===== src/rtl/rom_sequence_player_if.sv =====
`default_nettype none
// ============================================================================
//  Module      : rom_sequence_player_if
//  Description : Bundle of the player's control, ROM and LED signals.
//                Suffixes are named from the player's point of view.
//  Revision    : 1.0  initial release
// ============================================================================
interface rom_sequence_player_if #(
   parameter int ADDR_W = 3,
   parameter int DATA_W = 8
) ();
   logic              start_i;
   logic [3:0]        length_i;
   logic              abort_i;
   logic [DATA_W-1:0] rom_data_i;
   logic [ADDR_W-1:0] rom_address_o;
   logic [DATA_W-1:0] leds_o;
   logic [ADDR_W-1:0] step_o;
   logic              busy_o;
   logic              done_o;

   // Game FSM / ROM side
   modport master (
      output start_i, length_i, abort_i, rom_data_i,
      input  rom_address_o, leds_o, step_o, busy_o, done_o
   );

   // Player side
   modport slave (
      input  start_i, length_i, abort_i, rom_data_i,
      output rom_address_o, leds_o, step_o, busy_o, done_o
   );
endinterface
`default_nettype wire


===== src/rtl/rom_sequence_player.sv =====
`default_nettype none
// ============================================================================
//  Module      : rom_sequence_player
//  Description : Plays the first N patterns of a synchronous-read ROM on the
//                LED bank, each shown ON_CYCLES clocks then blanked
//                OFF_CYCLES clocks. Start/length/abort come from the game FSM.
//  Revision    : 1.0  initial release
// ============================================================================
module rom_sequence_player #(
   parameter int ON_CYCLES  = 4,
   parameter int OFF_CYCLES = 2,
   parameter int ADDR_W     = 3,
   parameter int DATA_W     = 8
) (
   input  logic clock_i,
   input  logic reset_n_i,
   rom_sequence_player_if.slave bus
);

   localparam int DEPTH   = 2 ** ADDR_W;
   localparam int LEN_W   = ADDR_W + 1;
   localparam int MAX_CYC = (ON_CYCLES > OFF_CYCLES) ? ON_CYCLES : OFF_CYCLES;
   localparam int TMR_W   = $clog2(MAX_CYC) + 1;

   localparam logic [LEN_W-1:0]  C_DEPTH    = LEN_W'(DEPTH);
   localparam logic [LEN_W-1:0]  C_LEN_ONE  = LEN_W'(1);
   localparam logic [LEN_W-1:0]  C_LEN_ZERO = '0;
   localparam logic [ADDR_W-1:0] C_STEP_ONE = ADDR_W'(1);
   localparam logic [TMR_W-1:0]  C_TMR_ONE  = TMR_W'(1);
   localparam logic [TMR_W-1:0]  C_ON_LAST  = TMR_W'(ON_CYCLES - 1);
   localparam logic [TMR_W-1:0]  C_OFF_LAST = TMR_W'(OFF_CYCLES - 1);

   typedef enum logic [2:0] {
      S_IDLE  = 3'd0,
      S_FETCH = 3'd1,
      S_LATCH = 3'd2,
      S_SHOW  = 3'd3,
      S_GAP   = 3'd4,
      S_DONE  = 3'd5
   } state_t;

   state_t              state_q, state_d;
   logic [LEN_W-1:0]    len_q,   len_d;
   logic [TMR_W-1:0]    timer_q, timer_d;
   logic [ADDR_W-1:0]   step_q,  step_d;
   logic [DATA_W-1:0]   leds_q,  leds_d;
   logic                busy_q,  busy_d;
   logic                done_q,  done_d;

   logic [LEN_W-1:0]    len_clamped;
   logic                last_step;

   // Requested length saturates at the ROM depth so step can never wrap.
   assign len_clamped = (32'(bus.length_i) > DEPTH) ? C_DEPTH : LEN_W'(bus.length_i);
   assign last_step   = ({1'b0, step_q} == (len_q - C_LEN_ONE));

   // The step counter doubles as the ROM address: both always advance together.
   assign bus.rom_address_o = step_q;
   assign bus.step_o        = step_q;
   assign bus.leds_o        = leds_q;
   assign bus.busy_o        = busy_q;
   assign bus.done_o        = done_q;

   // State and output registers, cleared asynchronously.
   always_ff @(posedge clock_i or negedge reset_n_i) begin
      if (!reset_n_i) begin
         state_q <= S_IDLE;
         len_q   <= '0;
         timer_q <= '0;
         step_q  <= '0;
         leds_q  <= '0;
         busy_q  <= 1'b0;
         done_q  <= 1'b0;
      end else begin
         state_q <= state_d;
         len_q   <= len_d;
         timer_q <= timer_d;
         step_q  <= step_d;
         leds_q  <= leds_d;
         busy_q  <= busy_d;
         done_q  <= done_d;
      end
   end

   // Next-state and next-output logic; abort overrides every non-idle state.
   always_comb begin
      state_d = state_q;
      len_d   = len_q;
      timer_d = timer_q;
      step_d  = step_q;
      leds_d  = leds_q;
      busy_d  = busy_q;
      done_d  = 1'b0;

      case (state_q)
         S_IDLE: begin
            busy_d = 1'b0;
            leds_d = '0;
            if (bus.start_i && !bus.abort_i) begin
               len_d  = len_clamped;
               busy_d = 1'b1;
               if (len_clamped == C_LEN_ZERO) begin
                  // Nothing to play: address is left untouched.
                  state_d = S_DONE;
                  done_d  = 1'b1;
               end else begin
                  state_d = S_FETCH;
                  step_d  = '0;
                  timer_d = '0;
               end
            end
         end
         S_FETCH: begin
            // ROM samples the address at the end of this cycle.
            state_d = S_LATCH;
         end
         S_LATCH: begin
            leds_d  = bus.rom_data_i;
            timer_d = '0;
            state_d = S_SHOW;
         end
         S_SHOW: begin
            if (timer_q == C_ON_LAST) begin
               leds_d  = '0;
               timer_d = '0;
               if (last_step) begin
                  state_d = S_DONE;
                  done_d  = 1'b1;
               end else begin
                  state_d = S_GAP;
               end
            end else begin
               timer_d = timer_q + C_TMR_ONE;
            end
         end
         S_GAP: begin
            if (timer_q == C_OFF_LAST) begin
               step_d  = step_q + C_STEP_ONE;
               timer_d = '0;
               state_d = S_FETCH;
            end else begin
               timer_d = timer_q + C_TMR_ONE;
            end
         end
         S_DONE: begin
            busy_d  = 1'b0;
            state_d = S_IDLE;
         end
         default: begin
            state_d = S_IDLE;
         end
      endcase

      if (bus.abort_i && (state_q != S_IDLE)) begin
         state_d = S_IDLE;
         leds_d  = '0;
         busy_d  = 1'b0;
         step_d  = '0;
         timer_d = '0;
         done_d  = 1'b0;
      end
   end

endmodule
`default_nettype wire


===== src/flat_wrapper.sv =====
// flat-port wrapper written by rule: the top's interface ports become plain ports
module rom_sequence_player_flat 
#(
   parameter int ON_CYCLES  = 4,
   parameter int OFF_CYCLES = 2,
   parameter int ADDR_W     = 3,
   parameter int DATA_W     = 8
)
  (clock_i, reset_n_i, bus_start_i, bus_length_i, bus_abort_i, bus_rom_data_i, bus_rom_address_o, bus_leds_o, bus_step_o, bus_busy_o, bus_done_o);
  rom_sequence_player_if #(.ADDR_W(ADDR_W), .DATA_W(DATA_W)) bus_i ();
  input  logic clock_i;
  input  logic reset_n_i;
  input wire logic [$bits(bus_i.start_i)-1:0] bus_start_i;
  input wire logic [$bits(bus_i.length_i)-1:0] bus_length_i;
  input wire logic [$bits(bus_i.abort_i)-1:0] bus_abort_i;
  input wire logic [$bits(bus_i.rom_data_i)-1:0] bus_rom_data_i;
  output wire logic [$bits(bus_i.rom_address_o)-1:0] bus_rom_address_o;
  output wire logic [$bits(bus_i.leds_o)-1:0] bus_leds_o;
  output wire logic [$bits(bus_i.step_o)-1:0] bus_step_o;
  output wire logic [$bits(bus_i.busy_o)-1:0] bus_busy_o;
  output wire logic [$bits(bus_i.done_o)-1:0] bus_done_o;
  assign bus_i.start_i = bus_start_i;
  assign bus_i.length_i = bus_length_i;
  assign bus_i.abort_i = bus_abort_i;
  assign bus_i.rom_data_i = bus_rom_data_i;
  assign bus_rom_address_o = bus_i.rom_address_o;
  assign bus_leds_o = bus_i.leds_o;
  assign bus_step_o = bus_i.step_o;
  assign bus_busy_o = bus_i.busy_o;
  assign bus_done_o = bus_i.done_o;
  rom_sequence_player #(.ON_CYCLES(ON_CYCLES), .OFF_CYCLES(OFF_CYCLES), .ADDR_W(ADDR_W), .DATA_W(DATA_W)) u_core (.clock_i(clock_i), .reset_n_i(reset_n_i), .bus(bus_i));
endmodule

===== config.mk =====
export PLATFORM = sky130hd
export DESIGN_NAME = rom_sequence_player_flat
export DESIGN_NICKNAME = d
export VERILOG_FILES = /design/src/rtl/rom_sequence_player_if.sv /design/src/rtl/rom_sequence_player.sv /design/src/flat_wrapper.sv
export SDC_FILE = /design/constraint.sdc
export NUM_CORES = 1
export LEC_CHECK = 0
export ABC_AREA = 1
export CAP_MARGIN = 20
export CORE_MARGIN = 2
export CORE_UTILIZATION = 30
export CTS_BUF_LIST = sky130_fd_sc_hd__clkbuf_16
export DETAILED_ROUTE_END_ITERATION = 7
export SYNTH_ARGS = -nofsm -noshare
export SYNTH_HDL_FRONTEND = slang
export SYNTH_SLANG_ARGS = --single-unit

===== constraint.sdc =====
create_clock -name clock_i -period 2.1 [get_ports clock_i]
set_clock_uncertainty 0.15 [all_clocks]
set_input_delay 0.42 -clock clock_i [delete_from_list [all_inputs] [get_ports clock_i]]
set_output_delay 0.42 -clock clock_i [all_outputs]
set_load 0.05 [all_outputs]

==> flow_summary_export.csv, run 1 <==
group,metric,value,unit
pwr,p_leak,0.873,nW
route,via_per_inst,4.58,
critical_path,endpoint_kind,"output port",
route,routedWlPerCell,10.7,um
layout,antenna_cells,0,
clock_tree,clock_path_buffers,2,
floorplan,die_area,0.00482,mm2
timing,rsz0062_at_grt,"no",
synthesis,avgSynthCellArea,7.51,um2
floorplan,io-pin-count,32,
clock_tree,post-cts-setup-buffers,0,
timing,hold_slack,0.335,ns
layout,fin_nets,229,
critical_path,crit_buf_inv,1,
synthesis,synth-seq-area-share,44.8,%
synthesis,syn_area,0.00128,mm2
timing,drv_slew,0,
synthesis,yosys_warnings,0,
route,wl_met1,1260,um
critical_path,crit_family,"buffers and inverters",
critical_path,ff2ff_path_depth,7,
pwr,ir_drop,0.629,mV
timing,final.min_clock_period,1.99,ns
layout,area.growth.synth_to_final,34.1,%
critical_path,critPathMaxStageDelay,0.81,ns
floorplan,die_w,69.4,um
clock_tree,clock_latency,0.26,ns
layout,fillCellCount,434,
pwr,power_density,1090,mW/mm2
place,gp_congestion,0.858,
clock_tree,cts_root_buf,"clkbuf_16",
timing,hold_viol,0,
route,wl_met3,173,um
timing,period_share,94.9,%
global_route,grt_pass1_vias,1072,
floorplan,coreArea,0.00406,mm2
global_route,gr-total-overflow,0,
clock_tree,cts_made_buffers,3,
timing,max_freq,502,MHz
global_route,antenna_found_initial,0,
floorplan,rows,23,
place,portBuffers,31,
route,routed_wl,2730,um
flow_run,cap_viol_max_count,0,
status,status,"finished, final reports clean",
route,top_layer,"met4",
critical_path,crit_slowest_cell,"clkdlybuf4s50_1",
synthesis,ys_types,20,
synthesis,syn_inst,171,
critical_path,required,1.53,ns
critical_path,path_class,"flop to output port",
synthesis,ys_ff_latch,23,
global_route,grt_pass1_wl,4760,um
floorplan,start_util,31.6,%
route,antenna_left,0,
clock_tree,clk_pin_slew,0.06,ns
synthesis,syn_nets,193,
global_route,grt_max_degree,24,
clock_tree,h-tree-depth,1,
timing,worst_slew_margin_rel,65.8,%
clock_tree,cts_resized,0,
global_route,grt_usage,11.9,%
clock_tree,cts_tree,"yes",
floorplan,die_h,69.4,um
layout,drive_gt1_share,9.22,%
route,via_count,1172,
timing,setup_violations,0,
place,place_hpwl,2180,um
critical_path,cp-start-kind,"flop",
min_path,hold_depth,2,
min_path,hp-class,"flop to flop",
route,first_pass_iters,4,
critical_path,cp_cell_sequence,"clkdlybuf4s50_1",
route,route.detailed.drc,0,
route,drt_iter0_markers,68,
timing,worstMarginPinSlew,0.512,ns
clock_tree,holdBufCountCts,0,
clock_tree,clock-sinks,23,
critical_path,cp_max_fo,2,
critical_path,arrival,1.42,ns
route,met2_length,1290,um
timing,setup_tns,0,ns
critical_path,crit_cells,1,
[cell families after synthesis]
family	after synthesis	share of synthesized area (%)
AND/OR/NAND/NOR	79	26.3
buffers and inverters	36	11.4
AO/OA/AOI/OAI	26	10.9
flip-flops	23	44.8
adder cells (fa/ha/maj)	6	5.85
XOR/XNOR	1	0.682
[cells in the final DEF, fill, tap and decap left out, drive strengths merged]
cell,count
clkdlybuf4s50,24
nand3b,1
clkinvlp,1
xnor2,1
buf,10
o22ai,3
o21a,1
nand2,52
ha,6
a21oi,4
clkbuf,3
nor3,3
nor2,12
o21ai,18
nand3,9
inv,33
nand4,2
dfrtp,23
[registers in the layout, summed over array words and instances (netlist names)]
signal	flops
u_core.state_q	3
u_core.len_q	4
u_core.timer_q	3
u_core.bus.done_o	1
u_core.bus.leds_o	8
u_core.bus.busy_o	1
u_core.bus.rom_address_o	3
[metrics by stage]
step	utilization, %	cell area, um2	std cells	setup WS, ns	power, W
finish	42.4	1720	256	0.107	0.00188
global route	42.4	1720	256	0.0617	0.00203
CTS	42.4	1720	256	0.0812	0.00190
detailed placement	40.4	1640	252	0.0440	0.00147
global placement	40.4	1640	252	0.112	0.00147
floorplan	-	1280	171	0.508	0.00121
[routing by layer]
| metal | vias up | global-route usage (%) |
|---|---|---|
| met4 | 0 | 2.40 |
| met1 | 534 | 15.9 |
| met2 | 27 | 18.9 |
| li1 | 608 | - |
| met3 | 3 | 4.07 |
| met5 | - | 0 |
[synth_stat cells, drive strengths merged]
master | n | share of area, %
buf | 3 | 1.8
dfrtp | 23 | 45
o22ai | 3 | 1.5
nor2 | 12 | 4.1
inv | 33 | 9.6
o21ai | 18 | 7.3
ha | 6 | 5.8
xnor2 | 1 | 0.68
nand4 | 2 | 0.97
o21a | 1 | 0.59
nand2 | 52 | 16
nand3b | 1 | 0.59
nand3 | 9 | 3.5
nor3 | 3 | 1.2
a21oi | 4 | 1.6
[report_power, final]
part	leakage, nW	internal (W)	switching, W
clock network	0.0371	0.000258	0.000162
logic	0.526	0.000288	0.000535
registers	0.310	0.000543	0.0000918
[cell type report]
| cell class | count | area [um2] | share of cell area (%) |
|---|---|---|---|
| sequential | 23 | 576 | 33.4 |
| multi-input combinational | 112 | 562 | 32.6 |
| timing repair buffer | 34 | 315 | 18.3 |
| inverter | 33 | 124 | 7.19 |
| clock buffer | 3 | 75.1 | 4.36 |
| tap | 50 | 62.6 | 3.63 |
| clock inverter | 1 | 7.51 | 0.436 |
[worst min-delay path, cell delays in order, from the launching register on]
cell,delay [ns]
dfrtp_1,0.35
nand2_1,0.05
o21ai_0,0.05
[final timing paths]
kind | start | to | slack [ns]
worst max-delay path | u_core.bus.busy_o | bus_busy_o | 0.11
worst min-delay path | u_core.bus.leds_o[7] | u_core.bus.leds_o[7] | 0.34
worst max register to register | u_core.timer_q[0] | u_core.bus.leds_o[3] | 0.32
worst min register to register | u_core.bus.leds_o[7] | u_core.bus.leds_o[7] | 0.34
max in group asynchronous | reset_n_i | u_core.bus.done_o | 1.21
min in group asynchronous | reset_n_i | u_core.bus.leds_o[7] | 0.36
Power figures use the tool's default switching activity.
==> run 2, diff against run 1 <==
--- a/config.mk
+++ b/config.mk
@@ -8,9 +8,9 @@
 export ABC_AREA = 1
 export CAP_MARGIN = 20
 export CORE_MARGIN = 2
-export CORE_UTILIZATION = 30
-export CTS_BUF_LIST = sky130_fd_sc_hd__clkbuf_16
+export CORE_UTILIZATION = 40
 export DETAILED_ROUTE_END_ITERATION = 7
+export PLACE_DENSITY = 0.67
 export SYNTH_ARGS = -nofsm -noshare
 export SYNTH_HDL_FRONTEND = slang
 export SYNTH_SLANG_ARGS = --single-unit
==> run 2 against run 1 <==
Against the previous run:
- sequential cell count did not move
- critical path depth did not move
- hold slack got worse by 0.031 ns
- wire length fell by 2.2%
- sequential power fell by 0.6%
- cell count fell by 2.3%
- combinational power fell by 2%
- utilization rose by 13 points
- non-clock buffer count did not move
==> flow_summary_export.csv, run 2 (synthesis results as in run 1) <==
group,metric,value,unit
status,status,"finished, final reports clean",
timing,worst_slew_margin_rel,65.3,%
floorplan,die_w,60.7,um
critical_path,crit_family,"buffers and inverters",
critical_path,arrival,1.46,ns
pwr,ir_drop,0.427,mV
global_route,grt_pass1_vias,1129,
critical_path,cp-start-kind,"flop",
critical_path,crit_buf_inv,1,
layout,area.growth.synth_to_final,30.9,%
route,route.detailed.drc,0,
floorplan,rows,20,
timing,final.min_clock_period,2.03,ns
global_route,grt_pass1_wl,4700,um
clock_tree,cts_tree,"yes",
place,gp_congestion,0.822,
layout,drive_gt1_share,8.25,%
floorplan,die_area,0.00368,mm2
timing,setup_violations,0,
global_route,grt_max_degree,24,
clock_tree,cts_made_buffers,3,
critical_path,rr_endpoint,"u_core.bus.leds_o[6]",
clock_tree,clock-sinks,23,
critical_path,path_class,"flop to output port",
route,first_pass_iters,4,
layout,design_area,0.00168,mm2
critical_path,cp_max_fo,2,
clock_tree,cts_root_buf,"clkbuf_4",
floorplan,coreArea,0.00305,mm2
clock_tree,clock_latency,0.30,ns
critical_path,ff2ff_path_depth,7,
critical_path,endpoint_kind,"output port",
timing,rsz0062_at_grt,"no",
route,via_per_inst,4.81,
critical_path,worst_r2r_startpoint,"u_core.timer_q[0]",
layout,final_cell_mix,"nand2_1, inv_1, dfrtp_1",
flow_run,cap_viol_max_count,0,
place,place_area,0.00163,mm2
clock_tree,clk_pin_slew,0.11,ns
route,via_count,1203,
floorplan,io-pin-count,32,
layout,largest_reg_flops,8,
timing,max_freq,492,MHz
clock_tree,clock_path_buffers,2,
layout,final_common_cell,"nand2_1",
layout,antenna_cells,0,
global_route,grt_usage,17.3,%
critical_path,r2r_slack,0.35,ns
global_route,antenna_found_initial,0,
floorplan,die_h,60.7,um
min_path,hp-class,"input port to asynchronous set/reset pin",
timing,setup_tns,0,ns
place,portBuffers,31,
timing,worstMarginPinSlew,0.520,ns
critical_path,crit_cells,1,
critical_path,cp_cell_sequence,"clkdlybuf4s50_1",
timing,hold_viol,0,
place,place_hpwl,2200,um
critical_path,required,1.53,ns
route,drt_iter0_markers,43,
timing,period_share,96.7,%
layout,fillCellCount,296,
clock_tree,holdBufCountCts,0,
critical_path,critPathMaxStageDelay,0.80,ns
critical_path,crit_slowest_cell,"clkdlybuf4s50_1",
route,routed_wl,2670,um
clock_tree,h-tree-depth,1,
global_route,gr-total-overflow,0,
route,antenna_left,0,
route,routedWlPerCell,10.7,um
timing,drv_slew,0,
layout,fin_nets,229,
pwr,power,0.00163,W
pwr,power_density,971,mW/mm2
pwr,p_leak,0.990,nW
floorplan,start_util,42.0,%
==> run 2: metrics by stage <==
step           util [%]  hold WS (ns)  cells  worst slack, ns
6_report           55.0         0.304    250           0.0683
5_1_grt            55.0         0.305    250          0.00460
4_1_cts            54.4         0.308    250           0.0155
3_5_place_dp       53.5         0.331    246            0.103
3_3_place_gp       53.5         0.322    246            0.208
2_1_floorplan         -       -0.0256    171            0.508
==> run 2: layer usage <==
metal	part of all wire [%]	vias to the layer above	track usage (%)
li1	-	602	-
met1	41	561	20.5
met2	52	35	30.9
met3	5.8	5	2.13
met4	1.9	0	8.39
met5	0	-	0
==> run 2: repair_timing <==
item,in CTS,in global routing
buffers inserted,0,0
endpoints found under the setup margin,0,8
gates resized for setup,0,8
==> run 2: power by group <==
group	switching (W)	internal [W]	leakage [nW]
registers	0.0000891	0.000541	0.310
clock network	0.000122	0.0000742	0.0150
logic	0.000524	0.000280	0.665
total	0.000735	0.000896	0.990
==> run 2: how the worst max path moves through the flow <==
stage	start	to	slack [ns]
2_1_floorplan	u_core.timer_q[0]	u_core.state_q[0]	0.51
3_3_place_gp	bus_abort_i	u_core.bus.leds_o[4]	0.21
3_5_place_dp	bus_abort_i	u_core.bus.rom_address_o[1]	0.10
4_1_cts	u_core.bus.busy_o	bus_busy_o	0.02
5_1_grt	u_core.bus.leds_o[7]	bus_leds_o[7]	0.005
6_report	u_core.bus.leds_o[7]	bus_leds_o[7]	0.07
==> run 2: cell type report <==
| type | instances | area (um2) | share of cell area [%] |
|---|---|---|---|
| clock buffer | 4 | 26.3 | 1.56 |
| inverter | 33 | 124 | 7.37 |
| multi-input combinational | 112 | 562 | 33.4 |
| sequential | 23 | 576 | 34.3 |
| tap | 44 | 55.1 | 3.28 |
| timing repair buffer | 34 | 338 | 20.1 |
==> run 3, diff against run 2 <==
--- a/config.mk
+++ b/config.mk
@@ -10,7 +10,8 @@
 export CORE_MARGIN = 2
 export CORE_UTILIZATION = 40
 export DETAILED_ROUTE_END_ITERATION = 7
-export PLACE_DENSITY = 0.67
+export DONT_BUFFER_PORTS = 1
+export SLEW_MARGIN = 20
 export SYNTH_ARGS = -nofsm -noshare
 export SYNTH_HDL_FRONTEND = slang
 export SYNTH_SLANG_ARGS = --single-unit
==> run 3 against run 2 <==
Against the previous run:
- combinational power is 27% lower
- clock power rose by 5%
- setup slack better by 0.28 ns
- first-iteration DRC count shrank 12%
- global-route usage fell by 1.2 points
- fmax up 16%
- sequential share of layout area increased by 7.5 points
- count of clock-buffer cells in the layout did not move
- cell count shrank 12%
- highest routed layer unchanged
- final area down 18%
==> flow_summary_export.csv, run 3 (synthesis results as in run 1) <==
group,metric,value,unit
timing,worst_slew_margin_rel,65.9,%
clock_tree,clock_path_buffers,2,
route,via_count,1047,
clock_tree,cts_root_buf,"clkbuf_4",
place,place_area,0.00134,mm2
timing,hold_viol,0,
timing,rsz0062_at_grt,"no",
global_route,gr-total-overflow,0,
min_path,hp-class,"input port to flop",
place,place_ws,0.354,ns
critical_path,cp-start-kind,"flop",
timing,drv_slew,0,
timing,period_share,83.2,%
route,drt_iter0_markers,38,
layout,fin_nets,200,
global_route,grt_usage,16.1,%
route,routedWlPerCell,11.4,um
place,place_hpwl,1970,um
critical_path,r2r_slack,0.35,ns
route,first_pass_iters,4,
route,route.detailed.drc,0,
global_route,antenna_found_initial,0,
clock_tree,clock_latency,0.31,ns
floorplan,start_util,42.0,%
pwr,power_density,1120,mW/mm2
timing,setup_tns,0,ns
layout,fillCellCount,325,
layout,final_common_cell,"nand2_1",
clock_tree,clock-sinks,23,
floorplan,die_area,0.00368,mm2
layout,drive_gt1_share,6.78,%
status,status,"finished, final reports clean",
place,portBuffers,0,
route,antenna_left,0,
layout,design_area,0.00138,mm2
pwr,p_leak,0.733,nW
floorplan,coreArea,0.00305,mm2
critical_path,cp_max_fo,8,
clock_tree,cts_tree,"yes",
clock_tree,h-tree-depth,1,
layout,antenna_cells,0,
floorplan,rows,20,
timing,setup_violations,0,
layout,multi_input_area,562,um2
global_route,grt_max_degree,24,
floorplan,die_h,60.7,um
clock_tree,clk_pin_slew,0.12,ns
critical_path,path_class,"flop to flop",
floorplan,die_w,60.7,um
layout,final_cell_mix,"nand2_1, inv_1, dfrtp_1",
layout,register_area,576,um2
flow_run,cap_viol_max_count,0,
route,routed_wl,2510,um
layout,area.growth.synth_to_final,7.50,%
pwr,ir_drop,0.624,mV
critical_path,endpoint_kind,"flop",
timing,worstMarginPinSlew,0.511,ns
timing,layout_setup_ws,0.352,ns
timing,final.min_clock_period,1.75,ns
floorplan,io-pin-count,32,
layout,largest_reg_flops,8,
timing,max_freq,572,MHz
critical_path,required,2.19,ns
global_route,grt_pass1_wl,4370,um
clock_tree,cts_made_buffers,3,
route,via_per_inst,4.74,
global_route,grt_pass1_vias,1041,
critical_path,arrival,1.83,ns
place,gp_congestion,0.849,
run 3: changes by cell type in the layout (fill, tap and decap cells not counted):
cell	before	now
buf_2	0	1
buf_4	9	3
clkdlybuf4s50_1	17	0
dlygate4sd3_1	0	1
dlymetal6s2s_1	8	0
run 3: final cells by class:
cell class                 instances  area share (%)
sequential                        23            41.7
multi-input combinational        112            40.7
inverter                          33            8.98
tap                               44            3.99
timing repair buffer               5            2.72
clock buffer                       4            1.90
run 3: path summary, 6_finish.rpt:
kind                                        endpoint  cells after the start         startpoint
worst min-delay path            u_core.bus.leds_o[2]                      2  bus_rom_data_i[2]
max in group asynchronous       u_core.bus.leds_o[7]                      2          reset_n_i
worst max register to register  u_core.bus.leds_o[7]                      7  u_core.timer_q[0]
worst max-delay path            u_core.bus.leds_o[7]                      7  u_core.timer_q[0]
worst min register to register     u_core.timer_q[1]                      2  u_core.timer_q[1]
min in group asynchronous            u_core.len_q[1]                      2          reset_n_i
run 3: critical path, cell delays in order (launching register included):
cell	delay (ns)
dfrtp_1	0.43
ha_1	0.23
ha_1	0.20
nor3_1	0.22
nand2_2	0.12
o21ai_2	0.16
nand2_1	0.08
o21ai_0	0.08
run 3: per-stage QoR:
stage / hold WS (ns) / utilization, % / instances / power, W
4_1_cts: 0.0713 / 45.0 / 220 / 0.00157
5_1_grt: 0.0702 / 45.2 / 221 / 0.00170
3_3_place_gp: -0.0251 / 43.9 / 215 / 0.00133
3_5_place_dp: -0.0250 / 43.9 / 215 / 0.00134
2_1_floorplan: -0.0256 / - / 171 / 0.00121
6_report: 0.0862 / 45.2 / 221 / 0.00154
run 3: timing repair:
action / CTS / global route
hold endpoints to repair: 23 / 23
setup buffers: 0 / 0
hold buffers: 1 / 1
gates resized for setup: 0 / 0
run 3: metal layers:
| metal | wire length, um | global-route usage, % | up-vias |
|---|---|---|---|
| met3 | 129 | 4.48 | 5 |
| met5 | 0 | 0 | - |
| met2 | 1230 | 27.8 | 27 |
| li1 | - | - | 543 |
| met1 | 1100 | 18.8 | 472 |
| met4 | 43 | 6.52 | 0 |
run 3: power by group:
part | internal [W] | switching, W
combinational | 0.000196 | 0.000388
sequential | 0.000539 | 0.000214
clock | 0.0000743 | 0.000131
total | 0.000810 | 0.000734
